## config.mk

```make
export PLATFORM = sky130hd
export DESIGN_NAME = ex_mem_pipe
export DESIGN_NICKNAME = d
export VERILOG_FILES = /design/src/rtl/ex_mem_pipe.sv
export SDC_FILE = /design/constraint.sdc
export NUM_CORES = 1
export LEC_CHECK = 0
export BUFFER_PORTS_ARGS = -buffer_cell sky130_fd_sc_hd__buf_2
export CAP_MARGIN = 15
export CORE_AREA = 2 2 137 139
export DETAILED_ROUTE_END_ITERATION = 12
export DIE_AREA = 0 0 139 141
export PLACE_DENSITY_LB_ADDON = 0.05
export SLEW_MARGIN = 20
export SYNTH_ARGS = -nofsm -noshare
export SYNTH_HDL_FRONTEND = slang
export SYNTH_SLANG_ARGS = --single-unit
```

## constraint.sdc

```tcl
create_clock -name clk -period 2.1 [get_ports clk]
set_clock_uncertainty 0.1 [all_clocks]
set_input_delay 0.315 -clock clk [delete_from_list [all_inputs] [get_ports clk]]
set_output_delay 0.315 -clock clk [all_outputs]
set_load 0.01 [all_outputs]
```

## src/rtl/ex_mem_pipe.sv

```systemverilog
// EX/MEM pipeline register. It carries the control, data and address fields and the byte-lane enables.
// It also keeps a saturating counter of the cycles spent in a bubble or a stall.
module ex_mem_pipe #(
    parameter int SIZE      = 32,
    parameter int ADDR_SIZE = 5,
    parameter int S_WB      = 2,
    parameter int S_M       = 3,
    parameter int CNT_W     = 16
) (
    input  logic                 clk,
    input  logic                 rst,
    input  logic                 stall,
    input  logic                 flush,
    input  logic                 valid_in,
    input  logic [S_WB-1:0]      WB,
    input  logic [S_M-1:0]       M,
    input  logic                 zero_in,
    input  logic [SIZE-1:0]      data_in,
    input  logic [SIZE-1:0]      data_in2,
    input  logic [SIZE-1:0]      AWriteMem_in,
    input  logic [ADDR_SIZE-1:0] AWriteReg_in,
    input  logic                 is_byte_in,
    output logic [S_WB-1:0]      WB_out,
    output logic [S_M-1:0]       M_out,
    output logic                 zero_out,
    output logic [SIZE-1:0]      data_out,
    output logic [SIZE-1:0]      data_out2,
    output logic [SIZE-1:0]      AWriteMem,
    output logic [ADDR_SIZE-1:0] AWriteReg,
    output logic                 is_byte_out,
    output logic                 valid_out,
    output logic [SIZE/8-1:0]    be_out,
    output logic [CNT_W-1:0]     bubble_cnt
);

    localparam int LANES  = SIZE / 8;
    localparam int LANE_W = $clog2(LANES);

    logic [S_WB-1:0]      r_wb;
    logic [S_M-1:0]       r_m;
    logic                 r_zero;
    logic [SIZE-1:0]      r_data;
    logic [SIZE-1:0]      r_data2;
    logic [SIZE-1:0]      r_awm;
    logic [ADDR_SIZE-1:0] r_awr;
    logic                 r_is_byte;
    logic                 r_valid;
    logic [LANES-1:0]     r_be;
    logic [CNT_W-1:0]     r_bubble_cnt;

    logic [LANE_W-1:0]    w_lane;
    logic [LANES-1:0]     w_be_load;
    logic [SIZE-1:0]      w_data2_load;

    // A bubble, or an instruction with no memory control, must never enable a byte lane.
    // NOTE: every always_comb output gets a default first, so no path through the block can leave a latch.
    always_comb begin
        w_lane       = AWriteMem_in[LANE_W-1:0];
        w_be_load    = '0;
        w_data2_load = data_in2;
        if (is_byte_in) begin
            w_data2_load = {LANES{data_in2[7:0]}};
        end
        if (valid_in && (|M)) begin
            if (is_byte_in) begin
                w_be_load[w_lane] = 1'b1;
            end else begin
                w_be_load = '1;
            end
        end
    end

    // Priority is rst > flush > stall > load. A stall holds every field because no branch assigns it.
    // NOTE: the state registers use non-blocking assignments, so every register samples pre-edge values.
    always_ff @(posedge clk) begin
        if (rst) begin
            r_wb      <= '0;
            r_m       <= '0;
            r_zero    <= 1'b0;
            r_data    <= '0;
            r_data2   <= '0;
            r_awm     <= '0;
            r_awr     <= '0;
            r_is_byte <= 1'b0;
            r_valid   <= 1'b0;
            r_be      <= '0;
        end else if (flush) begin
            r_wb    <= '0;
            r_m     <= '0;
            r_valid <= 1'b0;
            r_be    <= '0;
        end else if (!stall) begin
            r_wb      <= valid_in ? WB : '0;
            r_m       <= valid_in ? M : '0;
            r_zero    <= zero_in;
            r_data    <= data_in;
            r_data2   <= w_data2_load;
            r_awm     <= AWriteMem_in;
            r_awr     <= AWriteReg_in;
            r_is_byte <= is_byte_in;
            r_valid   <= valid_in;
            r_be      <= w_be_load;
        end
    end

    always_ff @(posedge clk) begin
        if (rst) begin
            r_bubble_cnt <= '0;
        end else if ((flush || stall) && (r_bubble_cnt != '1)) begin
            r_bubble_cnt <= r_bubble_cnt + CNT_W'(1);
        end
    end

    assign WB_out      = r_wb;
    assign M_out       = r_m;
    assign zero_out    = r_zero;
    assign data_out    = r_data;
    assign data_out2   = r_data2;
    assign AWriteMem   = r_awm;
    assign AWriteReg   = r_awr;
    assign is_byte_out = r_is_byte;
    assign valid_out   = r_valid;
    assign be_out      = r_be;
    assign bubble_cnt  = r_bubble_cnt;

endmodule

```

==> out/qor.tcl, run 1 <==
set qor(timing.max_cap.violations) 0
set qor(crit_slowest_cell) {sky130_fd_sc_hd__or4_1}
set qor(place_hpwl_um) 10800
set qor(synth_async_sr_flop_share) 0
set qor(floorplan.die.height_um) 141
set qor(mean_instance_size_in_the_synthesized_netlist_um2) 8.28
set qor(post-route-period-util) 0.922
set qor(path_max_fanout) 6
set qor(grt_overflow) 0
set qor(hold_path_class) {in2reg}
set qor(synthTopCellsByArea) {sky130_fd_sc_hd__dfxtp_1 (52%), sky130_fd_sc_hd__nand2_1 (13%), sky130_fd_sc_hd__a21oi_1 (9.2%)}
set qor(drt_pass1_iterations) 6
set qor(yosys_warnings) 0
set qor(cts_hold_repair.buffers) 0
set qor(use_met3) 0.0622
set qor(clock_sink_count) 129
set qor(top_usage_layer) {met2}
set qor(start_util) 0.272
set qor(num_antenna_cells) 0
set qor(cp.arrival_ns) 2.17
set qor(power.total_uw) 6300
set qor(maxClockFrequency_mhz) 517
set qor(layout-drive-gt1-share) 0.351
set qor(dp_slack_ns) 0.179
set qor(io_pins) 242
set qor(worst_slew_pin_slew_ns) 0.569
set qor(gp_congestion) 0.756
set qor(synth-edff-count) 0
set qor(slew_viol_final) 0
set qor(h-tree-depth) 4
set qor(synth_top_cell_area_share) 0.521
set qor(critical-path-max-stage-delay_ns) 0.47
set qor(grtUsageMet2) 0.244
set qor(cts_setup_buffers) 0
set qor(critPathLaunchType) {flip-flop}
set qor(cts-root-to-sink-buffers) 2
set qor(yosys_most_used_dff) {sky130_fd_sc_hd__dfxtp_1}
set qor(grt_pass1_vias) 4789
set qor(avgRoutedWirePerCell_um) 13.9
set qor(core_outline_area_mm2) 0.0183
set qor(wirelength_um) 15000
set qor(groute.layer.met1.usage) 0.196
set qor(criticalPathCategory) {reg2reg}
set qor(synth_nets) 713
set qor(area_growth_syn_to_layout_pct) 42.3
set qor(die_width_um) 139
set qor(cp_data_required_time_ns) 2.33
set qor(ys_seq_area_frac) 0.521
set qor(powerDensity_mw_per_mm2) 892
set qor(cts_made_buffers) 17
set qor(routed-via-count) 4878
set qor(power_leakage_uw) 0.00320
set qor(crit_path_end_kind) {flip-flop}
set qor(route.detailed.drc) 0
set qor(synth_top_area_cell) {sky130_fd_sc_hd__dfxtp_1}
set qor(post_synth_instance_area_mm2) 0.00496
set qor(antenna_left) 0
set qor(cts.reportedPaths.clkPinSlew_ns) 0.06
set qor(grt.total_usage) 0.155
set qor(ctsResizeCount) 0
set qor(worst_slack_ns) 0.164
set qor(worst_skew_pair.late_latency_ns) 0.40
set qor(relative_slew_slack) 0.621
set qor(design.final.nets) 946
set qor(clockRootBuffer) {sky130_fd_sc_hd__clkbuf_16}
set qor(grt_start_max_net_pins) 58
set qor(most_frequent_standard_cell_in_the_layout_excluding_fill_and_tap_cells) {sky130_fd_sc_hd__buf_2}
set qor(final-hold-violation-count) 0
set qor(drt_iter0_markers) 243
set qor(grt_antenna_before_repair) 0
set qor(rsz0062_at_grt) {no}
set qor(via_per_inst) 4.52
set qor(register_bit_count_reported_by_yosys) 129
set qor(commonest_non_fill_non_tap_cells_in_the_layout) {sky130_fd_sc_hd__buf_2 (240), sky130_fd_sc_hd__nand2_1 (177), sky130_fd_sc_hd__dfxtp_1 (129)}
set qor(fp.dieArea_mm2) 0.0196
set qor(post_synth_inst_count) 599
set qor(setup_viol_count_final) 0
set qor(cts_tree) {done}
set qor(setup_tns_ns) 0
set qor(synth_cell_type_count) 40
set qor(wire_length_of_the_first_global_routing_pass_um) 24600
set qor(critical_path.cell_chain) {ha_1 -> nand3_1 -> or2_1 -> or4_1 -> a21oi_1}
set qor(floorplan.rows) 50
set qor(run_status) {finished, final reports clean}
set qor(max-vdd-ir-drop_uv) 549
set qor(finalCriticalPeriod_ns) 1.94
set qor(portBuffers) 241
==> metrics by stage <==
stage               utilization  hold WS, ns  cell area (um2)  instances
finish                    0.386       0.0384             7060       1079
global placement          0.353        0.339             6440       1047
global route              0.386       0.0153             7060       1079
detailed placement        0.353        0.343             6440       1047
floorplan                     -        0.351             4960        599
CTS                       0.386       0.0143             7060       1079
==> report_power, final <==
group	total [uW]	internal [uW]	leakage (uW)	switching, uW
combinational	605	261	0.00185	344
sequential	2610	2560	0.00105	54.7
clock	3080	1990	0.000299	1090
total	6300	4810	0.00320	1490
==> final cells by class <==
| type | count | area (um2) |
|---|---|---|
| well taps | 234 | 293 |
| clock inverters | 9 | 129 |
| fillers | 1918 | 11200 |
| clock buffers | 23 | 488 |
| repair buffers | 257 | 1350 |
| flip-flops and latches | 129 | 2580 |
| multi-input cells | 427 | 2210 |
==> worst paths after layout <==
path                                       to                  startpoint  cells past startpoint  slack (ns)
setup / recovery  bubble_cnt[14]$_SDFFE_PP0P_  bubble_cnt[1]$_SDFFE_PP0P_                      5        0.16
hold / removal     AWriteMem[29]$_SDFFE_PP0P_            AWriteMem_in[29]                      3        0.04
setup reg to reg  bubble_cnt[14]$_SDFFE_PP0P_  bubble_cnt[1]$_SDFFE_PP0P_                      5        0.16
hold reg to reg     data_out[12]$_SDFFE_PP0P_   data_out[12]$_SDFFE_PP0P_                      2        0.35
==> critical path: cells and delay by family, from the launching register on <==
| family | cells | cell delay, ns |
|---|---|---|
| adders and majority gates | 1 | 0.23 |
| and+or+nand+nor | 3 | 0.95 |
| DFF | 1 | 0.44 |
| AOI/OAI and AO/OA | 1 | 0.15 |
==> registers in the layout, indices dropped and copies added (netlist names) <==
signal	cells
data_out2	32
valid_out	1
M_out	3
AWriteReg	5
data_out	32
bubble_cnt	16
zero_out	1
WB_out	2
AWriteMem	32
be_out	4
is_byte_out	1
==> kinds of logic after synthesis <==
family,share of synthesized area
AOI/OAI and AO/OA,0.175
xor gates and xnor gates,0.00177
adders and majority gates,0.00252
buffers and inverters,0.0356
DFF,0.521
muxes,0.0116
and+or+nand+nor,0.253
==> per-layer routing <==
layer | vias up | share of wire
met1 | 2204 | 0.45
met5 | - | 0
li1 | 2506 | -
met4 | 0 | 0.012
met2 | 156 | 0.46
met3 | 12 | 0.077
==> cells in the mapped netlist (2+ instances only) <==
library cell	count
sky130_fd_sc_hd__dfxtp_1	129
sky130_fd_sc_hd__mux2_1	2
sky130_fd_sc_hd__a21o_1	3
sky130_fd_sc_hd__or2_2	2
sky130_fd_sc_hd__clkbuf_1	36
sky130_fd_sc_hd__nand4_4	2
sky130_fd_sc_hd__a21oi_1	91
sky130_fd_sc_hd__nand2_1	177
sky130_fd_sc_hd__a22oi_1	5
sky130_fd_sc_hd__or2_1	2
sky130_fd_sc_hd__or4_1	4
sky130_fd_sc_hd__nor2b_1	5
sky130_fd_sc_hd__o21ai_0	7
sky130_fd_sc_hd__o21a_1	3
sky130_fd_sc_hd__nand4_1	3
sky130_fd_sc_hd__a311oi_1	25
sky130_fd_sc_hd__or3_1	3
sky130_fd_sc_hd__mux2i_1	2
sky130_fd_sc_hd__o31ai_1	4
sky130_fd_sc_hd__nand3_1	4
sky130_fd_sc_hd__nor4_1	3
sky130_fd_sc_hd__nor2_1	38
sky130_fd_sc_hd__buf_2	6
sky130_fd_sc_hd__nand2b_1	27
Power figures use the tool's default switching activity.
==> inputs of run 2 (changes only) <==
Settings changed: BUFFER_PORTS_ARGS -buffer_cell sky130_fd_sc_hd__buf_2 to -buffer_cell sky130_fd_sc_hd__clkbuf_2.
==> run 2 against run 1 <==
  * Total power increased by 0.48%
  * Combinational power rose by 1%
  * Die area did not move
  * Clock power hardly changed
  * Critical endpoint unchanged
==> out/qor.tcl, run 2 (synthesis gave the netlist of run 1 again) <==
set qor(ff_latch_area_mm2) 0.00258
set qor(run_status) {finished, final reports clean}
set qor(wire_length_of_the_first_global_routing_pass_um) 24800
set qor(drt_pass1_iterations) 5
set qor(cts_made_buffers) 17
set qor(grt_overflow) 0
set qor(worst_slew_pin_slew_ns) 0.620
set qor(crit_slowest_cell) {sky130_fd_sc_hd__or4_1}
set qor(critPathLaunchType) {flip-flop}
set qor(hold_path_class) {in2reg}
set qor(max-vdd-ir-drop_uv) 517
set qor(cts_tree) {done}
set qor(cell_class_contributing_the_biggest_share_of_worst_path_delay) {simple AND/OR/NAND/NOR gates}
set qor(power_leakage_uw) 0.00315
set qor(rsz0062_at_grt) {no}
set qor(core_outline_area_mm2) 0.0183
set qor(critical-path-max-stage-delay_ns) 0.47
set qor(multiInputGateArea_mm2) 0.00221
set qor(relative_slew_slack) 0.587
set qor(path_max_fanout) 6
set qor(criticalPathCategory) {reg2reg}
set qor(route.detailed.drc) 0
set qor(cp_data_required_time_ns) 2.34
set qor(routed-via-count) 4936
set qor(commonest_non_fill_non_tap_cells_in_the_layout) {sky130_fd_sc_hd__clkbuf_2 (240), sky130_fd_sc_hd__nand2_1 (177), sky130_fd_sc_hd__dfxtp_1 (128)}
set qor(num_antenna_cells) 0
set qor(setup_tns_ns) 0
set qor(final-hold-violation-count) 0
set qor(slew_viol_final) 0
set qor(avgRoutedWirePerCell_um) 14.0
set qor(h-tree-depth) 4
set qor(portBuffers) 241
set qor(die_width_um) 139
set qor(dpl.cell_count) 1044
set qor(most_frequent_standard_cell_in_the_layout_excluding_fill_and_tap_cells) {sky130_fd_sc_hd__clkbuf_2}
set qor(worst_skew_pair.late_latency_ns) 0.41
set qor(grt.total_usage) 0.157
set qor(clock_sink_count) 129
set qor(place_hpwl_um) 10800
set qor(clockRootBuffer) {sky130_fd_sc_hd__clkbuf_16}
set qor(grt_pass1_vias) 4931
set qor(final_cells) 1084
set qor(grt_start_max_net_pins) 76
set qor(io_pins) 242
set qor(finalCriticalPeriod_ns) 1.95
set qor(cts-root-to-sink-buffers) 2
set qor(cp.arrival_ns) 2.19
set qor(gp_congestion) 0.756
set qor(drt_iter0_markers) 211
set qor(floorplan.die.height_um) 141
set qor(post-route-period-util) 0.927
set qor(wirelength_um) 15200
set qor(maxClockFrequency_mhz) 514
set qor(powerDensity_mw_per_mm2) 888
set qor(filler_cell_count) 1926
set qor(cp_num_buf_inv) 0
set qor(layout-drive-gt1-share) 0.349
set qor(fp.dieArea_mm2) 0.0196
set qor(grt_antenna_before_repair) 0
set qor(antenna_left) 0
set qor(start_util) 0.272
set qor(crit_path_end_kind) {flip-flop}
set qor(floorplan.rows) 50
set qor(setup_viol_count_final) 0
set qor(via_per_inst) 4.55
set qor(cts.reportedPaths.clkPinSlew_ns) 0.06
set qor(timing.max_cap.violations) 0
set qor(area_growth_syn_to_layout_pct) 43.6
set qor(critical_path.cell_chain) {ha_1 -> nand3_1 -> or2_1 -> or4_1 -> a21oi_1}
set qor(design.final.nets) 951
run 2: path summary, 6_finish.rpt:
check                              from                     endpoint  slack, ns  cells after the start
min reg2reg   data_out2[6]$_SDFFE_PP0P_    data_out2[6]$_SDFFE_PP0P_       0.35                      2
max          bubble_cnt[1]$_SDFFE_PP0P_  bubble_cnt[14]$_SDFFE_PP0P_       0.15                      5
max reg2reg  bubble_cnt[1]$_SDFFE_PP0P_  bubble_cnt[14]$_SDFFE_PP0P_       0.15                      5
min                          data_in[1]     data_out[1]$_SDFFE_PP0P_       0.02                      3
run 2: cell type report:
type,instances,share of cell area
Multi-Input combinational cell,427,0.310
Clock buffer,20,0.0655
Tap cell,234,0.0411
Sequential cell,129,0.363
Timing Repair Buffer,262,0.198
Clock inverter,12,0.0221
run 2: power by group:
group	leakage, uW	total (uW)	internal (uW)	switching (uW)
registers	0.00105	2620	2560	59.4
clock network	0.000298	3100	1960	1130
logic	0.00180	613	267	347
run 2: through the flow:
step / total power [uW] / area, um2 / setup WS [ns] / util / hold WS, ns
finish: 6330 / 7120 / 0.153 / 0.390 / 0.0190
global placement: 3270 / 6420 / 0.190 / 0.351 / 0.341
CTS: 6420 / 7120 / 0.133 / 0.390 / 0.000115
global route: 6610 / 7120 / 0.00928 / 0.390 / 0.00517
floorplan: 2970 / 4960 / 0.266 / - / 0.351
detailed placement: 3280 / 6420 / 0.157 / 0.351 / 0.345
run 2: timing repair:
action	CTS	global route
gates resized for setup	0	1
endpoints found under the setup margin	0	2
buffers inserted	0	0
endpoints found under the hold margin	8	0
hold buffers	8	0
run 2: metal layers:
| layer | part of all wire | track usage |
|---|---|---|
| met1 | 0.44 | 0.191 |
| met2 | 0.46 | 0.250 |
| met3 | 0.091 | 0.0727 |
| met4 | 0.010 | 0.0468 |
| met5 | 0 | 0 |
run 2: worst register-to-register path, stage by stage (launching register included):
cell	delay (ns)
sky130_fd_sc_hd__dfxtp_1	0.45
sky130_fd_sc_hd__ha_1	0.23
sky130_fd_sc_hd__nand3_1	0.19
sky130_fd_sc_hd__or2_1	0.29
sky130_fd_sc_hd__or4_1	0.47
sky130_fd_sc_hd__a21oi_1	0.15
==> inputs of run 3 (changes only) <==
Settings changed: REMOVE_ABC_BUFFERS set to 1.
==> run 3 against run 2 <==
  * Hold slack gained 0.0072 ns
  * Global-route usage shrank 0.43 points
  * Highest routed layer unchanged
  * Fmax shrank 1.7%
  * Clock power grew 6%
  * Total power grew 2.7%
==> out/qor.tcl, run 3 (synthesis gave the netlist of run 1 again) <==
set qor(run_status) {finished, final reports clean}
set qor(cts-root-to-sink-buffers) 2
set qor(routed-via-count) 4848
set qor(die_width_um) 139
set qor(timing.max_cap.violations) 0
set qor(avgRoutedWirePerCell_um) 14.2
set qor(floorplan.die.height_um) 141
set qor(grt_start_max_net_pins) 66
set qor(path_max_fanout) 6
set qor(relative_slew_slack) 0.567
set qor(place_hpwl_um) 10900
set qor(dpl.cell_count) 1042
set qor(antenna_left) 0
set qor(area_growth_syn_to_layout_pct) 42.9
set qor(max-vdd-ir-drop_uv) 540
set qor(via_per_inst) 4.51
set qor(timing.hold.ws_ns) 0.0262
set qor(grt_pass1_vias) 4602
set qor(drt_pass1_iterations) 4
set qor(clock_sink_count) 129
set qor(design.final.nets) 941
set qor(setup_viol_count_final) 0
set qor(drt_iter0_markers) 183
set qor(floorplan.rows) 50
set qor(power_leakage_uw) 0.00314
set qor(cts_made_buffers) 17
set qor(filler_cell_count) 1961
set qor(grt_overflow) 0
set qor(maxClockFrequency_mhz) 505
set qor(crit_path_end_kind) {flip-flop}
set qor(portBuffers) 241
set qor(layout-drive-gt1-share) 0.351
set qor(critical-path-max-stage-delay_ns) 0.46
set qor(post-route-period-util) 0.943
set qor(hold_path_class) {in2reg}
set qor(final-hold-violation-count) 0
set qor(finalCriticalPeriod_ns) 1.98
set qor(crit_slowest_cell) {sky130_fd_sc_hd__or4_1}
set qor(ff_latch_area_mm2) 0.00258
set qor(most_frequent_standard_cell_in_the_layout_excluding_fill_and_tap_cells) {sky130_fd_sc_hd__clkbuf_2}
set qor(fp.dieArea_mm2) 0.0196
set qor(rsz0062_at_grt) {no}
set qor(core_outline_area_mm2) 0.0183
set qor(clockRootBuffer) {sky130_fd_sc_hd__clkbuf_16}
set qor(powerDensity_mw_per_mm2) 917
set qor(criticalPathCategory) {reg2reg}
set qor(route.detailed.drc) 0
set qor(grt_antenna_before_repair) 0
set qor(num_antenna_cells) 0
set qor(final_core_utilization) 0.388
set qor(wire_length_of_the_first_global_routing_pass_um) 24200
set qor(critical_path.cell_chain) {ha_1 -> nand3_1 -> or2_1 -> or4_1 -> a21oi_1}
set qor(worst_skew_pair.late_latency_ns) 0.41
set qor(cp.arrival_ns) 2.22
set qor(worst_slack_ns) 0.120
set qor(final_cells) 1074
set qor(cp_data_required_time_ns) 2.34
set qor(grt.total_usage) 0.153
set qor(start_util) 0.272
set qor(wirelength_um) 15300
set qor(cts_tree) {done}
set qor(multiInputGateArea_mm2) 0.00221
set qor(gp_congestion) 0.778
set qor(power.total_uw) 6500
set qor(worst_slew_pin_slew_ns) 0.642
set qor(dp_slack_ns) 0.114
set qor(slew_viol_final) 0
set qor(critPathLaunchType) {flip-flop}
set qor(commonest_non_fill_non_tap_cells_in_the_layout) {sky130_fd_sc_hd__clkbuf_2 (240), sky130_fd_sc_hd__nand2_1 (177), sky130_fd_sc_hd__dfxtp_1 (128)}
set qor(cts.reportedPaths.clkPinSlew_ns) 0.06
set qor(h-tree-depth) 4
set qor(io_pins) 242
==> run 3: cell types whose count changed in the layout (fill, tap and decap cells not counted), moves of 2 or more <==
cell                            change
sky130_fd_sc_hd__buf_12             +2
sky130_fd_sc_hd__buf_4              -4
sky130_fd_sc_hd__dlygate4sd3_1      -8
sky130_fd_sc_hd__bufinv_16          +2
sky130_fd_sc_hd__clkinvlp_4         -2
==> run 3: area by class of cell <==
type / instances / area share
Multi-Input combinational cell: 427 / 0.312
Timing Repair Buffer: 252 / 0.189
Tap cell: 234 / 0.0413
Sequential cell: 129 / 0.365
Clock buffer: 19 / 0.0639
Clock inverter: 13 / 0.0293
==> run 3: per-stage QoR <==
stage          area, um2  setup TNS (ns)
2_1_floorplan       4780         -288.74
3_3_place_gp        6420               0
3_5_place_dp        6420               0
4_1_cts             7090               0
5_1_grt             7090               0
6_report            7090               0
==> run 3: final timing paths <==
kind                              startpoint                          end  slack [ns]  depth (start not counted)
setup / recovery  bubble_cnt[1]$_SDFFE_PP0P_  bubble_cnt[14]$_SDFFE_PP0P_        0.12                          5
hold / removal               AWriteMem_in[3]    AWriteMem[3]$_SDFFE_PP0P_        0.03                          3
setup reg to reg  bubble_cnt[1]$_SDFFE_PP0P_  bubble_cnt[14]$_SDFFE_PP0P_        0.12                          5
hold reg to reg    data_out[21]$_SDFFE_PP0P_    data_out[21]$_SDFFE_PP0P_        0.35                          2
==> run 3: timing repair <==
action	4_1_cts	5_1_grt
hold buffers	0	0
setup buffers	0	0
gates resized for setup	0	2
endpoints found under the setup margin	0	3
==> run 3: critical path: cells and delay by family, from the launching register on <==
| family | cells | cell delay, ns |
|---|---|---|
| adders and majority gates | 1 | 0.25 |
| AOI/OAI and AO/OA | 1 | 0.15 |
| DFF | 1 | 0.43 |
| and+or+nand+nor | 3 | 0.97 |
==> run 3: where the power goes <==
part           switching, uW  internal, uW
Combinational            345           259
Clock                   1110          2170
Sequential              58.6          2560
Total                   1510          4990
==> run 3: per-layer routing <==
layer	vias up	global-route usage	wire, um
met4	0	0.0510	216
met2	149	0.255	7200
met1	2184	0.185	6780
met3	18	0.0523	1070
met5	-	0	0
li1	2497	-	-
